<file path="config.mk">
export PLATFORM = sky130hd
export DESIGN_NAME = rc5_key_mix_ctrl
export DESIGN_NICKNAME = d
export VERILOG_FILES = /design/src/rtl/rc5_key_mix_ctrl.sv
export SDC_FILE = /design/constraint.sdc
export NUM_CORES = 1
export LEC_CHECK = 0
export ABC_AREA = 0
export BUFFER_PORTS_ARGS = -buffer_cell sky130_fd_sc_hd__clkbuf_2
export CAP_MARGIN = 10
export CORE_MARGIN = 5
export CORE_UTILIZATION = 40
export CTS_CLUSTER_DIAMETER = 40
export DETAILED_ROUTE_END_ITERATION = 10
export PLACE_DENSITY = 0.7
export RECOVER_POWER = 25
export SLEW_MARGIN = 40
export SYNTH_ARGS = -nofsm -noshare
export SYNTH_HDL_FRONTEND = slang
export SYNTH_SLANG_ARGS = --single-unit
</file>
<file path="constraint.sdc">
create_clock -name clk -period 11.9 [get_ports clk]
set_input_delay 1.19 -clock clk [delete_from_list [all_inputs] [get_ports clk]]
set_output_delay 1.19 -clock clk [all_outputs]
set_load 0.01 [all_outputs]
</file>
<file path="src/rtl/rc5_key_mix_ctrl.sv">
// rc5_key_mix_ctrl
//   Sequencer for the RC5 key-schedule mixing pass. Assumes S[] is already
//   initialised in the S RAM and L[] is loaded from the key into the L RAM.
//   Owns port A of both RAMs and runs N_ITER read-modify-write iterations:
//     A = S[i] = (S[i] + A + B) <<< 3
//     B = L[j] = (L[j] + A + B) <<< (A + B)
//   The expanded table is left in the S RAM and oDone pulses for one cycle.
//
// Optional feature macro: RC5_KEYMIX_ABORT_EN
//   When defined, input iAbort is added. iAbort=1 in RD or WR returns to
//   IDLE on the next edge without an oDone pulse (the WR write still
//   happens in the cycle the abort is sampled).
//
// Ports
//   clk          rising-edge clock
//   rst          synchronous active-high reset
//   iStart       start request, sampled in IDLE only
//   iAbort       early abort (only with RC5_KEYMIX_ABORT_EN)
//   oS_address   S RAM port-A address
//   oS_data      S RAM port-A write data
//   oS_we        S RAM port-A write enable
//   iS_data      S RAM port-A read data, one cycle after address
//   oL_address   L RAM port-A address
//   oL_data      L RAM port-A write data
//   oL_we        L RAM port-A write enable
//   iL_data      L RAM port-A read data, one cycle after address
//   oBusy        high while iterating
//   oDone        one-cycle completion pulse
//
// state | meaning
// IDLE  | waiting for iStart; all outputs 0
// RD    | present S[i] / L[j] addresses to the RAMs
// WR    | mix read data with A/B, write S[i] and L[j], advance i/j/k
// DONE  | one-cycle oDone pulse, then back to IDLE

module rc5_key_mix_ctrl #(
  parameter int W        = 32,
  parameter int T        = 26,
  parameter int C        = 4,
  parameter int T_LENGTH = $clog2(T),
  parameter int C_LENGTH = (C > 1) ? $clog2(C) : 1,
  parameter int N_ITER   = 3 * ((T > C) ? T : C)
) (
  input  logic                clk,
  input  logic                rst,
  input  logic                iStart,
`ifdef RC5_KEYMIX_ABORT_EN
  input  logic                iAbort,
`endif
  output logic [T_LENGTH-1:0] oS_address,
  output logic [W-1:0]        oS_data,
  output logic                oS_we,
  input  logic [W-1:0]        iS_data,
  output logic [C_LENGTH-1:0] oL_address,
  output logic [W-1:0]        oL_data,
  output logic                oL_we,
  input  logic [W-1:0]        iL_data,
  output logic                oBusy,
  output logic                oDone
);

  localparam int RW  = $clog2(W);
  localparam int K_W = $clog2(N_ITER + 1);

  typedef enum logic [1:0] {
    ST_IDLE,
    ST_RD,
    ST_WR,
    ST_DONE
  } state_t;

  state_t              state_q, state_d;
  logic [W-1:0]        a_q, a_d;
  logic [W-1:0]        b_q, b_d;
  logic [T_LENGTH-1:0] i_q, i_d;
  logic [C_LENGTH-1:0] j_q, j_d;
  logic [K_W-1:0]      k_q, k_d;

  logic                abort_w;
  logic [W-1:0]        sum_s;
  logic [W-1:0]        a_new;
  logic [W-1:0]        sum_ab;
  logic [W-1:0]        sum_l;
  logic [W-1:0]        b_new;

`ifdef RC5_KEYMIX_ABORT_EN
  assign abort_w = iAbort;
`else
  assign abort_w = 1'b0;
`endif

  // Rotate by taking the upper half of the doubled word shifted left;
  // an amount of 0 returns x unchanged.
  function automatic logic [W-1:0] rotl(input logic [W-1:0] x,
                                        input logic [RW-1:0] n);
    logic [2*W-1:0] t;
    t = {x, x} << n;
    return t[2*W-1:W];
  endfunction

  // Mixing datapath; only meaningful in WR when the RAM read data is valid.
  always_comb begin
    sum_s  = iS_data + a_q + b_q;
    a_new  = rotl(sum_s, RW'(3));
    sum_ab = a_new + b_q;
    sum_l  = iL_data + sum_ab;
    b_new  = rotl(sum_l, sum_ab[RW-1:0]);
  end

  always_ff @(posedge clk) begin
    if (rst) begin
      state_q <= ST_IDLE;
      a_q     <= '0;
      b_q     <= '0;
      i_q     <= '0;
      j_q     <= '0;
      k_q     <= '0;
    end else begin
      state_q <= state_d;
      a_q     <= a_d;
      b_q     <= b_d;
      i_q     <= i_d;
      j_q     <= j_d;
      k_q     <= k_d;
    end
  end

  always_comb begin
    state_d    = state_q;
    a_d        = a_q;
    b_d        = b_q;
    i_d        = i_q;
    j_d        = j_q;
    k_d        = k_q;
    oS_address = '0;
    oS_data    = '0;
    oS_we      = 1'b0;
    oL_address = '0;
    oL_data    = '0;
    oL_we      = 1'b0;
    oBusy      = 1'b0;
    oDone      = 1'b0;

    unique case (state_q)
      ST_IDLE: begin
        if (iStart) begin
          a_d     = '0;
          b_d     = '0;
          i_d     = '0;
          j_d     = '0;
          k_d     = '0;
          state_d = ST_RD;
        end
      end

      ST_RD: begin
        oS_address = i_q;
        oL_address = j_q;
        oBusy      = 1'b1;
        state_d    = abort_w ? ST_IDLE : ST_WR;
      end

      ST_WR: begin
        oS_address = i_q;
        oS_data    = a_new;
        oS_we      = 1'b1;
        oL_address = j_q;
        oL_data    = b_new;
        oL_we      = 1'b1;
        oBusy      = 1'b1;
        a_d        = a_new;
        b_d        = b_new;
        // Table sizes need not be powers of two, so wrap explicitly.
        i_d        = (i_q == T_LENGTH'(T - 1)) ? '0 : i_q + T_LENGTH'(1);
        j_d        = (j_q == C_LENGTH'(C - 1)) ? '0 : j_q + C_LENGTH'(1);
        k_d        = k_q + K_W'(1);
        if (abort_w) begin
          state_d = ST_IDLE;
        end else if (k_q == K_W'(N_ITER - 1)) begin
          state_d = ST_DONE;
        end else begin
          state_d = ST_RD;
        end
      end

      ST_DONE: begin
        oDone   = 1'b1;
        state_d = ST_IDLE;
      end

      default: begin
        state_d = ST_IDLE;
      end
    endcase
  end

endmodule
</file>
==> impl_metrics.toml <==
[timing]
tightest_slew_ns = 2.36
rsz0062_at_grt = "yes"
finalHoldViolations = 0
fmax_mhz = 87.8
drv_slew = 48
skew_ns = 0.00878
period_needed_ns = 11.38
setup_viol = 0
fin_crit_sh_pct = 95.7
slew_headroom_pct = -57.5

[clock_network]
cts_made_buffers = 9
root_buffer = "clkbuf_16"
cts_tree = "yes"
clk_latency_ns = 0.35
htreeDepth = 3
clkTransAtPathRegs_ns = 0.06
cts.path.max_buffers = 2
cts_sinks = 80

[yosys]
yosys-top-cells-area = "dfxtp_1 (14%), ha_1 (11%), a21oi_1 (6.0%), fa_1 (5.9%), nand2_1 (5.9%)"
yosysMostFrequentCell = "nand2_1"
async_flop_share_pct = 0
ys_seq_area_share_pct = 14.0
synth_edf_count = 0
yosysUniqueCellTypes = 92
synth_top_area_share_pct = 14.0
ys_warn_count = 0
netlist_instances = 1491
synth_nets = 1692
ys_ff_latch = 80
syn-cell-area_um2 = 11500
postSynthAreaPerCell_um2 = 7.69
ys_top_cells_by_count = "nand2_1 (180), a21oi_1 (138), ha_1 (100)"
synth_area_leader_cell = "dfxtp_1"
ys.flop_type = "dfxtp_1"

[setup_path]
crit_start = "iS_data[1]"
r2r-start = "b_q[1]"
startpoint_type = "input port"
crit_required_ns = 10.71
crit_type = "in -> out"
worst-path-stages = 38
worst_ep_arrival_time_ns = 10.19
critical-path-max-stage-delay_ns = 0.54
cp_top_family = "compound AO/OA/AOI/OAI gates"
r2r_cells = 37
crit_slowest_cell = "mux4_2"
endpoint_kind = "output pin"
crit_fanout = 7
path_buf_inv = 5

[grt]
grt_pass1_vias = 11383
antenna_found_initial = 1
globalRouteOverflowTotal = 0
grt_pass1_wl_um = 65100
track_usage_pct = 25.7
grt_max_degree = 59

[place]
io_buffers = 141
post_dp_cell_area_um2 = 12600
place_inst = 1970
dp.final_hpwl_um = 34300
gp_congestion = 1.00

[outcome]
status = "finished with violations"
violations = "capacitance limit, slew limit"

[detailed_routing]
vias = 12276
drc = 0
antenna_left = 0
routed_wl_um = 42500
vias_per_cell = 6.17
first_pass_iters = 5
wire_per_inst_um = 21.4
drt_iter0_drc = 1060

[layout]
area_growth_pct = 14.1
fin_util_pct = 45.9
final_cell_area_um2 = 13100
drive_above_1_share_pct = 18.3
final_net_count = 1801
n_antenna_cell = 0
finalNonFillerCells = 1989

[die]
fp-row-count = 62
dieArea_um2 = 32200
die_w_um = 179
initial_core_util_pct = 40.2
num_io_pins = 142
core_um2 = 28500
die_y_um = 179

[min_path]
min_from = "a_q[1]"
min_path_cells = 2
holdCritPathClass = "reg -> reg"

[flow_run]
cap_violations = 1

[pwr]
ir_worst_vdd_v = 0.000138
p_leak_uw = 0.00584
power_density_nw_per_um2 = 264
==> state kept, by name, indices dropped and copies added (netlist names) <==
name	count
a_q	32
b_q	32
i_q	5
j_q	2
k_q	7
state_q	2
==> path summary, 6_finish.rpt <==
kind	to	slack [ns]
min	a_q[1]	0.46
max	oL_data[26]	0.52
min reg2reg	a_q[1]	0.46
max reg2reg	b_q[18]	2.39
==> cells by family after synthesis <==
| group | share of synthesized area [%] |
|---|---|
| compound gates | 28.7 |
| flops | 14.0 |
| fa+ha+maj | 16.8 |
| mux | 7.62 |
| buf+inv | 4.16 |
| simple gates | 21.9 |
| xor+xnor | 6.85 |
==> routing by layer <==
layer	part of all wire, %	track usage [%]	up-vias
met4	3.8	8.85	2
met1	44	37.0	5838
met2	44	39.7	588
li1	-	-	5748
met3	8.2	3.55	100
met5	0.016	0	-
==> cell usage in the layout, fill, tap and decap left out, types with 12 or more instances in the layout <==
| cell | n |
|---|---|
| fa_1 | 34 |
| buf_4 | 37 |
| ha_1 | 98 |
| nand2_1 | 180 |
| mux2_2 | 19 |
| dfxtp_1 | 80 |
| a21oi_1 | 132 |
| or3_1 | 14 |
| inv_1 | 39 |
| a211oi_1 | 19 |
| mux2i_1 | 29 |
| mux4_2 | 16 |
| and2_0 | 12 |
| and3_1 | 22 |
| o21ai_0 | 62 |
| nand2b_1 | 19 |
| a31oi_1 | 13 |
| xnor2_1 | 54 |
| a22o_1 | 12 |
| xor2_1 | 30 |
| a21o_1 | 53 |
| nand3_1 | 43 |
| nor2_1 | 97 |
| o21a_1 | 20 |
| nand4_1 | 18 |
| clkbuf_2 | 135 |
| nor3_1 | 24 |
| and2_1 | 47 |
==> metrics by stage <==
| stage | total power [µW] | setup slack (ns) | hold slack, ns | setup TNS [ns] |
|---|---|---|---|---|
| 2_1_floorplan | 2180 | 1.32 | 0.432 | 0 |
| 3_3_place_gp | 3000 | 0.341 | 0.448 | 0 |
| 3_5_place_dp | 3010 | 0.0710 | 0.447 | 0 |
| 4_1_cts | 3310 | 0.0306 | 0.455 | 0 |
| 5_1_grt | 3660 | -0.0110 | 0.488 | -0.0277 |
| 6_report | 3460 | 0.516 | 0.456 | 0 |
==> where the power goes <==
group	internal [µW]	total (µW)	switching [µW]
sequential	285	313	28.7
clock	151	280	129
combinational	1080	2870	1790
==> timing repair <==
item,4_1_cts,5_1_grt
setup endpoints to repair,0,32
buffers inserted,0,3
resized for setup,0,39
hold buffers,0,0
==> final cells by class <==
class / count / area (µm²)
Clock inverter: 6 / 51.3
Multi-Input combinational cell: 1289 / 9590
Timing Repair Buffer: 179 / 980
Clock buffer: 10 / 239
Inverter: 41 / 154
Fill cell: 2906 / 15500
Tap cell: 384 / 480
Sequential cell: 80 / 1600
==> worst min-delay path, stage by stage (launching register included) <==
cell and delay (ns):
dfxtp_1 0.31, nand2_1 0.05, a21oi_1 0.05
No activity file was read; power rests on OpenSTA's default activity.
